**src/rtl/pov_pkg.sv**
```systemverilog
// pov_pkg: shared defaults, state encoding and character type for the POV string streamer.
// Rev 1.0
`default_nettype none

package pov_pkg;
    localparam int DEFAULT_CHAR_W    = 7;
    localparam int DEFAULT_NUM_CHARS = 11;
    localparam int DEFAULT_PAD_CHAR  = 0;

    typedef enum logic [0:0] {
        IDLE   = 1'b0,
        STREAM = 1'b1
    } state_t;

    typedef logic [DEFAULT_CHAR_W-1:0] char_t;
endpackage

`default_nettype wire

```
**src/rtl/pov_wrap_counter.sv**
```systemverilog
// pov_wrap_counter: modulo-limit counter with synchronous clear, enable and terminal-count flag.
// Rev 1.0
`default_nettype none

module pov_wrap_counter #(
    parameter int WIDTH = 4
) (
    input  logic             clk,
    input  logic             rst_n,
    input  logic             clear,
    input  logic             enable,
    input  logic [WIDTH-1:0] limit,
    output logic [WIDTH-1:0] count,
    output logic             terminal
);

    assign terminal = (count == limit - WIDTH'(1));

    always_ff @(posedge clk or negedge rst_n) begin
        if (!rst_n) begin
            count <= '0;
        end else if (clear) begin
            count <= '0;
        end else if (enable) begin
            count <= terminal ? '0 : count + WIDTH'(1);
        end
    end

endmodule

`default_nettype wire

```
**src/rtl/pov_string_streamer.sv**
```systemverilog
// pov_string_streamer: captures a packed string and serves one character per request,
// with programmable length, rotate (scroll) mode, valid/last handshake and empty/underflow status. Rev 1.0
`default_nettype none

module pov_string_streamer
    import pov_pkg::*;
#(
    parameter int                CHAR_W    = DEFAULT_CHAR_W,
    parameter int                NUM_CHARS = DEFAULT_NUM_CHARS,
    parameter logic [CHAR_W-1:0] PAD_CHAR  = CHAR_W'(DEFAULT_PAD_CHAR),
    parameter int                IDX_W     = $clog2(NUM_CHARS + 1)
) (
    input  logic                        clk,
    input  logic                        Reset,
    input  logic [0:CHAR_W*NUM_CHARS-1] StringPOV,
    input  logic [IDX_W-1:0]            Length,
    input  logic                        Rotate,
    input  logic                        LoadString,
    input  logic                        LoadNextChar,
    output logic [0:CHAR_W-1]           Char,
    output logic                        CharValid,
    output logic [IDX_W-1:0]            CharIndex,
    output logic                        Last,
    output logic                        Empty,
    output logic                        Underflow
);

    localparam logic [IDX_W-1:0] MAX_LEN = IDX_W'(NUM_CHARS);

    state_t            state;
    state_t            next_state;
    logic [CHAR_W-1:0] slots   [NUM_CHARS];
    logic [CHAR_W-1:0] shifted [NUM_CHARS];
    logic [IDX_W-1:0]  len;
    logic [IDX_W-1:0]  len_in;
    logic              rotate;
    logic              accept;
    logic [IDX_W-1:0]  ptr;
    logic              ptr_tc;

    assign len_in = (Length > MAX_LEN) ? MAX_LEN : Length;
    // A simultaneous LoadString swallows the request entirely.
    assign accept = LoadNextChar && !LoadString && (state == STREAM);
    assign Empty  = (state == IDLE);

    always_ff @(posedge clk or negedge Reset) begin
        if (!Reset) state <= IDLE;
        else        state <= next_state;
    end

    always_comb begin
        next_state = state;
        if (LoadString)
            next_state = (len_in != '0) ? STREAM : IDLE;
        else if (accept && ptr_tc && !rotate)
            next_state = IDLE;
    end

    // Rotation re-inserts the head at slot L-1 so the scroll period equals the string length.
    always_comb begin
        for (int i = 0; i < NUM_CHARS - 1; i++) shifted[i] = slots[i+1];
        shifted[NUM_CHARS-1] = PAD_CHAR;
        for (int i = 0; i < NUM_CHARS; i++)
            if (rotate && (len == IDX_W'(i + 1))) shifted[i] = slots[0];
    end

    always_ff @(posedge clk or negedge Reset) begin
        if (!Reset) begin
            for (int i = 0; i < NUM_CHARS; i++) slots[i] <= '0;
            len       <= '0;
            rotate    <= 1'b0;
            Char      <= PAD_CHAR;
            CharValid <= 1'b0;
            CharIndex <= '0;
            Last      <= 1'b0;
            Underflow <= 1'b0;
        end else begin
            CharValid <= accept;
            Last      <= accept && ptr_tc;
            if (LoadString) begin
                for (int k = 0; k < NUM_CHARS; k++) slots[k] <= StringPOV[k*CHAR_W +: CHAR_W];
                len       <= len_in;
                rotate    <= Rotate;
                Underflow <= 1'b0;
            end else begin
                if (accept) begin
                    for (int i = 0; i < NUM_CHARS; i++) slots[i] <= shifted[i];
                    Char      <= slots[0];
                    CharIndex <= ptr;
                end
                if (LoadNextChar && (state == IDLE)) Underflow <= 1'b1;
            end
        end
    end

    pov_wrap_counter #(
        .WIDTH (IDX_W)
    ) u_ptr (
        .clk      (clk),
        .rst_n    (Reset),
        .clear    (LoadString),
        .enable   (accept),
        .limit    (len),
        .count    (ptr),
        .terminal (ptr_tc)
    );

endmodule

`default_nettype wire

```
**config.mk**
```make
export PLATFORM = sky130hd
export DESIGN_NAME = pov_string_streamer
export DESIGN_NICKNAME = d
export VERILOG_FILES = /design/src/rtl/pov_pkg.sv /design/src/rtl/pov_wrap_counter.sv /design/src/rtl/pov_string_streamer.sv
export SDC_FILE = /design/constraint.sdc
export NUM_CORES = 1
export LEC_CHECK = 0
export ABC_AREA = 0
export BUFFER_PORTS_ARGS = -buffer_cell sky130_fd_sc_hd__clkbuf_2
export CORE_MARGIN = 3
export CORE_UTILIZATION = 60
export CTS_CLUSTER_DIAMETER = 30
export DETAILED_ROUTE_END_ITERATION = 10
export HOLD_SLACK_MARGIN = 0.1
export PLACE_DENSITY_LB_ADDON = 0.12
export SKIP_CTS_REPAIR_TIMING = 1
export SYNTH_ARGS = -nofsm -noshare
export SYNTH_HDL_FRONTEND = slang
export SYNTH_SLANG_ARGS = --single-unit
```
**constraint.sdc**
```tcl
create_clock -name clk -period 3.2 [get_ports clk]
set_input_delay 0.48 -clock clk [delete_from_list [all_inputs] [get_ports clk]]
set_output_delay 0.48 -clock clk [all_outputs]
set_load 0.01 [all_outputs]
```
==> metrics.md, run 1 <==
| Metric | Value |
|---|---|
| Outcome | `finished clean` |
| Via count | `4383` |
| Slew Viols, Final | `0` |
| Routed wire length | `13.7 mm` |
| Largest family of logic cells by synthesized area | `compound AO/OA/AOI/OAI gates` |
| Type of origin of the critical path | `flop` |
| First-pass GRT wire length | `22.4 mm` |
| Maximum vdd ir drop | `0.290 mV` |
| Largest net degree at the start of global routing | `91` |
| Num rows | `34` |
| Simple-gate share of the synthesized area | `9.74%` |
| TritonCTS clock tree | `built` |
| Max Cap Viol | `0` |
| Worst Path Required | `3490 ps` |
| Worst Hold Class | `in -> async` |
| Die height | `102 um` |
| TNS Setup | `0 ps` |
| Area Growth Syn to Fin | `10.8%` |
| PortBufs | `100` |
| Grt total ovfl | `0` |
| Global placement routability congestion | `a little over 0.8` |
| Initial core utilization | `between 60% and 70%` |
| Total GRT Usage | `28.0%` |
| Worst EP arrival | `2360 ps` |
| Top Ports | `~100` |
| # setup viols final | `0` |
| Final ANT Viol Nets | `0` |
| Tmin final | `2070 ps` |
| DR vias/cell | `6.09` |
| Clock buffer depth | `2` |
| Ys Warns | `0` |
| H-tree depth | `3` |
| Mapped Avg Cell Area | `approximately 10 um^2` |
| FF+latch count, synth | `101` |
| Multiplexer share of the synthesized area | `13.8%` |
| Final nets | `~700` |
| Diodes inserted | `0` |
| TritonRoute pass-1 iters | `4` |
| Synth top area cells | `dfrtp_1 46%, mux2i_1 11%, a211oi_1 7.8%, a21o_1 7.8%, nor2_1 4.3%` |
| Pwr/cell area | `around 500 nW/um^2` |
| Lkg Pwr | `3.30 nW` |
| Die area | `10400 um^2` |
| Core area | `around 8800 um^2` |
| Sink Count | `101` |
| HPWL after detailed placement | `9.02 mm` |
| Fmax | `0.483 GHz` |
| Area of the multi-input gates | `2680 um^2` |
| WL/cell | `19.0 um` |
| Period utilisation layout | `64.7%` |
| Max-slew headroom | `roughly 44%` |
| Clk root buf | `clkbuf_8` |
| Setup CP Type | `reg -> reg` |
| Syn nets | `637` |
| Mapped Area | `5550 um^2` |
| Area share of the largest cell type after synthesis | `45.6%` |
| Fin area | `6150 um^2` |
| DRC Markers | `0` |
| Clock latency on the worst-skew pair | `~380 ps` |
| Num CTS Buffers | `9` |
| Clk slew on worst S/H paths | `110 ps` |
| Final hold viol count | `0` |
| Number of fill cells | `700` |
| Power, Total | `0.00301 W` |
| Synth Area in Compound Gates | `22.4%` |
| Worst R2R Path Depth | `6` |
| Die X-Extent | `roughly 100 um` |
| Placed inst area | `5950 um^2` |
| Register area | `2530 um^2` |
| Clock Skews | `8.38 ps` |
| 1st-iter DRT viols | `around 230` |
| Synth Area in Adders | `1.13%` |
| Register area share after synthesis | `between 40% and 50%` |
| Number of global-route vias before repair | `4438` |
| Area leader, netlist | `dfrtp_1` |
| Actual slew at the worst max-slew pin | `approximately 840 ps` |
| Top fanout value on the critical path | `7` |
| Critical Path End Type | `flop` |
| Fraction of layout cells with a size suffix above 1 | `roughly 22%` |
| Mapped Cells | `546` |
| Antenna violations before repair | `0` |
| RSZ-0062 raised after global routing | `false` |
| Distinct cells, synth | `35` |
| Post-Synth XOR/XNOR Area | `under 10%` |
-- kinds of logic after synthesis --
group,Yosys count
XOR/XNOR,8
multiplexers,75
flip-flops,101
AO/OA/AOI/OAI,176
AND/OR/NAND/NOR,115
adder cells (fa/ha/maj),5
buffers and inverters,66
-- through the flow --
stage / utilization, % / std cells / worst slack (ps) / hold WS [ps]
2_1_floorplan: - / 546 / 1660 / 184
3_3_place_gp: 67.3 / 704 / 1000 / 477
3_5_place_dp: 67.3 / 704 / 882 / 495
4_1_cts: 69.5 / 720 / 1120 / 170
5_1_grt: 69.5 / 720 / 953 / 205
6_report: 69.5 / 720 / 1130 / 147
-- state kept, by name, summed over array words and instances (netlist names) --
| signal | flops |
|---|---|
| Underflow | 1 |
| Char | 7 |
| CharIndex | 4 |
| rotate | 1 |
| slots | 77 |
| Last | 1 |
| u_ptr.count | 4 |
| CharValid | 1 |
| len | 4 |
| state | 1 |
-- Yosys cell counts, drive strengths merged --
library cell and count:
a211oi 58, a21o 58, a21oi 19, a22o 6, a31oi 9, and2 9
and3 2, and4b 1, and4bb 2, buf 33, clkbuf 22, dfrtp 101
ha 5, inv 11, mux2 12, mux2i 63, nand2 24, nand3 2
nand4b 7, nor2 64, nor2b 1, nor3 2, nor4 1, o21ai 12
o22ai 6, o2bb2ai 7, o31ai 1, xnor2 5, xor2 3
-- cells in the final DEF, fill, tap and decap left out, types with 6 or more instances in the layout --
cell	netlist	layout
a211oi_1	58	58
nand2_1	24	24
clkbuf_8	0	9
a21oi_1	19	19
o21ai_0	11	11
dfrtp_1	101	101
mux2_2	12	12
inv_1	11	11
a22o_1	6	6
a31oi_1	9	9
o2bb2ai_1	7	7
nor2_1	63	63
and2_1	9	8
o22ai_1	6	6
a21o_1	58	58
mux2i_1	63	63
clkbuf_2	1	98
nand4b_1	7	7
-- power by group --
part | total (W) | switching, W | internal [W]
registers | 0.00157 | 0.000152 | 0.00142
clock network | 0.000813 | 0.000508 | 0.000305
logic | 0.000625 | 0.000332 | 0.000293
-- final timing paths --
check                      slack [ps]           from        end
setup reg to reg                 1130         len[0]  slots[49]
hold reg to reg                   510      Underflow  Underflow
hold / removal                    150          Reset  Underflow
min in group clk                  290  StringPOV[29]  slots[47]
max in group asynchronous        2350          Reset  slots[71]
setup / recovery                 1130         len[0]  slots[49]
-- routing by layer --
layer	routed length, um	vias to the layer above	global-route usage (%)	share of wire (%)
met1	5780	2146	37.9	42
met5	0	-	0	0
met4	253	0	8.78	1.8
met2	6790	128	46.0	50
li1	-	2083	-	-
met3	870	26	5.19	6.4
-- critical path, stage by stage, from the launching register on --
cell      delay (ps)
dfrtp_1          470
inv_1            120
ha_1             240
nand4b_1         510
mux2i_1          360
a211oi_1         110
a21o_1           180
-- cell type report --
type	count	area share [%]
timing repair buffer	105	9.24
clock inverter	7	1.14
sequential	101	41.1
inverter	11	0.672
clock buffer	9	2.01
multi-input combinational	379	43.6
tap	108	2.20
(Power assumes the default switching activity.)
==> run 2: changes to the inputs <==
--- a/config.mk
+++ b/config.mk
@@ -5,10 +5,10 @@
 export SDC_FILE = /design/constraint.sdc
 export NUM_CORES = 1
 export LEC_CHECK = 0
-export ABC_AREA = 0
+export ABC_AREA = 1
 export BUFFER_PORTS_ARGS = -buffer_cell sky130_fd_sc_hd__clkbuf_2
 export CORE_MARGIN = 3
-export CORE_UTILIZATION = 60
+export CORE_UTILIZATION = 50
 export CTS_CLUSTER_DIAMETER = 30
 export DETAILED_ROUTE_END_ITERATION = 10
 export HOLD_SLACK_MARGIN = 0.1
==> constraint.sdc (replaced) <==
create_clock -name clk -period 1.7 [get_ports clk]
set_input_delay 0.255 -clock clk [delete_from_list [all_inputs] [get_ports clk]]
set_output_delay 0.255 -clock clk [all_outputs]
set_load 0.01 [all_outputs]
==> metrics.md, run 2 <==
| Metric | Value |
|---|---|
| Largest family of logic cells by synthesized area | `compound AO/OA/AOI/OAI gates (unchanged)` |
| Distinct cells, synth | `28 (was 35)` |
| 1st-iter DRT viols | `371 (was 229)` |
| Period utilisation layout | `97.0% (was 64.7%)` |
| Largest register FFs | `77 (unchanged)` |
| Clk slew on worst S/H paths | `100 ps (was 110 ps)` |
| Commonest cells after routing, fill and taps aside | `125 x o21ai_0, 120 x nand2_1, 120 x a21oi_1 (was 101 x dfrtp_1, 98 x clkbuf_2, 63 x nor2_1, 63 x mux2i_1)` |
| Commonest cells in the synthesized netlist | `136 x o21ai_0, 125 x nand2_1, 120 x a21oi_1 (was 101 x dfrtp_1, 63 x mux2i_1, 63 x nor2_1)` |
| Worst Hold Class | `in -> reg (was in -> async)` |
| Net Sw Frac | `30.9% (was 32.9%)` |
| Minimum hold slack | `110 ps (was 147 ps)` |
| Setup CP Type | `reg -> reg (unchanged)` |
| Initial core utilization | `51.9% (was 62.7%)` |
| Ys flop type | `dfrtp_1 (unchanged)` |
| Type of origin of the critical path | `flop (unchanged)` |
| Ys Warns | `0 (unchanged)` |
| EDFF count, synth | `0 (unchanged)` |
| Area Growth Syn to Fin | `16.5% (was 10.8%)` |
| Comb pwr share | `20.1% (was 20.8%)` |
| Tmin final | `1650 ps (was 2070 ps)` |
| Num rows | `36 (was 34)` |
| Synth Area in Adders | `1.22% (was 1.13%)` |
| Synth Area in Compound Gates | `29.9% (was 22.4%)` |
| Slew Viols, Final | `0 (unchanged)` |
| Power, Total | `0.00564 W (was 0.00301 W)` |
| PortBufs | `100 (unchanged)` |
| Register area share after synthesis | `49.1% (was 45.6%)` |
| Largest net degree at the start of global routing | `79 (was 91)` |
| RSZ-0062 raised after global routing | `true (was false)` |
| Total GRT Usage | `24.6% (was 28.0%)` |
| Most frequent cell after synthesis | `o21ai_0 (was dfrtp_1)` |
| Clk root buf | `clkbuf_8 (unchanged)` |
| WL/cell | `16.0 um (was 19.0 um)` |
| Area leader, netlist | `dfrtp_1 (unchanged)` |
| Global placement routability congestion | `0.845 (was 0.824)` |
| NetSw | `0.00174 W (was 0.000992 W)` |
| Pre-CTS setup slack | `-30.3 ps (was 882 ps)` |
| Clock Skews | `8.91 ps (was 8.38 ps)` |
| Die height | `107 um (was 102 um)` |
| Lkg Pwr | `2.80 nW (was 3.30 nW)` |
| Syn nets | `733 (was 637)` |
| Fin area | `5990 um^2 (was 6150 um^2)` |
| Area of the multi-input gates | `2280 um^2 (was 2680 um^2)` |
| Setup WS post-layout | `51.2 ps (was 1130 ps)` |
| Worst Path Required | `1980 ps (was 3490 ps)` |
| Maximum vdd ir drop | `0.658 mV (was 0.290 mV)` |
| Largest register by flop count | `slots (unchanged)` |
| Clock buffer depth | `2 (unchanged)` |
| Synth top area cells | `dfrtp_1 49%, o21ai_0 13%, a21oi_1 12%, nand2_1 9.1%, buf_2 2.4% (was dfrtp_1 46%, mux2i_1 11%, a211oi_1 7.8%, a21o_1 7.8%, nor2_1 4.3%)` |
| Number of global-route vias before repair | `4667 (was 4438)` |
| Clock power share | `28.2% (was 27.0%)` |
| Diodes inserted | `0 (unchanged)` |
| FF+latch count, synth | `101 (unchanged)` |
| Placed inst area | `5750 um^2 (was 5950 um^2)` |
| Critical Path End Type | `flop (unchanged)` |
| Num CTS Buffers | `9 (unchanged)` |
| Worst EP arrival | `1930 ps (was 2360 ps)` |
| # setup viols final | `0 (unchanged)` |
| Mapped Avg Cell Area | `8.01 um^2 (was 10.2 um^2)` |
| Max-slew headroom | `62.5% (was 44.1%)` |
| Die area | `11500 um^2 (was 10400 um^2)` |
| Antenna violations before repair | `0 (unchanged)` |
| Multiplexer share of the synthesized area | `0% (was 13.8%)` |
| Register area | `2530 um^2 (unchanged)` |
| Outcome | `finished clean (unchanged)` |
| HPWL after detailed placement | `9.44 mm (was 9.02 mm)` |
| Mapped Area | `5140 um^2 (was 5550 um^2)` |
| DRC Markers | `0 (unchanged)` |
| Pwr/cell area | `942 nW/um^2 (was 490 nW/um^2)` |
| Final hold viol count | `0 (unchanged)` |
| Top fanout value on the critical path | `14 (was 7)` |
| Grt total ovfl | `0 (unchanged)` |
| Final nets | `810 (was 698)` |
| Top Ports | `101 (unchanged)` |
| Via count | `4768 (was 4383)` |
| Fraction of layout cells with a size suffix above 1 | `20.7% (was 22.4%)` |
| Fraction of registers with async set/reset | `100% (unchanged)` |
| Fmax | `0.606 GHz (was 0.483 GHz)` |
| Sink Count | `101 (unchanged)` |
| TritonRoute pass-1 iters | `5 (was 4)` |
| Pint | `0.00390 W (was 0.00202 W)` |
| Core area | `9910 um^2 (was 8850 um^2)` |
| Max Cap Viol | `0 (unchanged)` |
| Sequential power share | `51.7% (was 52.3%)` |
| Number of fill cells | `927 (was 700)` |
| Commonest non-fill, non-tap cell in the layout | `o21ai_0 (was dfrtp_1)` |
| H-tree depth | `3 (unchanged)` |
| Actual slew at the worst max-slew pin | `562 ps (was 838 ps)` |
| TritonCTS clock tree | `built (unchanged)` |
| Area share of the largest cell type after synthesis | `49.1% (was 45.6%)` |
| Clock latency on the worst-skew pair | `360 ps (was 380 ps)` |
| Largest regs | `slots x77, Char x7 (unchanged)` |
| Final ANT Viol Nets | `0 (unchanged)` |
| Simple-gate share of the synthesized area | `12.4% (was 9.74%)` |
| Mapped Cells | `642 (was 546)` |
| DR vias/cell | `5.56 (was 6.09)` |
| Die X-Extent | `107 um (was 102 um)` |
| Post-Synth XOR/XNOR Area | `0.341% (was 1.26%)` |
| Routed wire length | `13.7 mm (about the same)` |
| First-pass GRT wire length | `22.7 mm (was 22.4 mm)` |
-- run 2: cell count changes after synthesis, sizes merged, moves of 23 or more --
cell	delta
nor2	-54
a21oi	+102
a211oi	-58
a21o	-58
mux2i	-63
nand2	+104
o21ai	+149
inv	+23
-- run 2: cell families (layout without fill, tap and decap cells) --
logic type,after synthesis,after routing
and+or+nand+nor,151,151
adders and majority gates,5,5
xor gates and xnor gates,2,2
AOI/OAI and AO/OA,299,299
buffers and inverters,84,166
DFF,101,101
-- run 2: layer usage --
layer / global-route usage, % / part of all wire, % / vias up
li1: - / - / 2355
met1: 35.1 / 45 / 2263
met2: 39.2 / 48 / 135
met3: 4.26 / 5.6 / 15
met4: 6.40 / 1.4 / 0
met5: 0 / 0 / -
-- run 2: cell type report --
| class | instances | share of cell area [%] |
|---|---|---|
| Clock buffer | 11 | 2.53 |
| Inverter | 34 | 2.21 |
| Timing Repair Buffer | 116 | 11.3 |
| Multi-Input combinational cell | 457 | 38.1 |
| Tap cell | 133 | 2.78 |
| Sequential cell | 101 | 42.2 |
| Clock inverter | 5 | 0.981 |
-- run 2: path summary, 6_finish.rpt --
| path | startpoint | end | slack [ps] | cells past startpoint |
|---|---|---|---|---|
| max in group asynchronous | Reset | len[2] | 890 | 3 |
| setup reg to reg | len[0] | slots[50] | 50 | 8 |
| hold reg to reg | slots[76] | slots[76] | 490 | 2 |
| min in group asynchronous | Reset | slots[37] | 300 | 2 |
| hold / removal | Rotate | rotate | 110 | 3 |
| setup / recovery | len[0] | slots[50] | 50 | 8 |
-- run 2: worst max-delay path, cell delays in order (launching register included) --
cell     delay, ps
dfrtp_1        430
inv_1          150
ha_1           220
nand2_1         70
inv_1          100
nand2_2        180
o21ai_0        200
a21oi_1         50
o21ai_0        160
-- run 2: through the flow --
stage / utilization [%] / instances / TNS [ps]
global placement: 58.0 / 840 / 0
global route: 60.5 / 857 / -2580
finish: 60.5 / 857 / 0
CTS: 60.1 / 856 / -509
floorplan: - / 642 / 0
detailed placement: 58.0 / 840 / -125
-- run 2: power by group through the flow --
stage          sequential [W]  clock [W]  combinational (W)
2_1_floorplan         0.00293          0           0.000678
3_3_place_gp          0.00295          0            0.00109
3_5_place_dp          0.00296          0            0.00112
4_1_cts               0.00291    0.00163            0.00113
5_1_grt               0.00295    0.00171            0.00130
6_report              0.00292    0.00159            0.00113
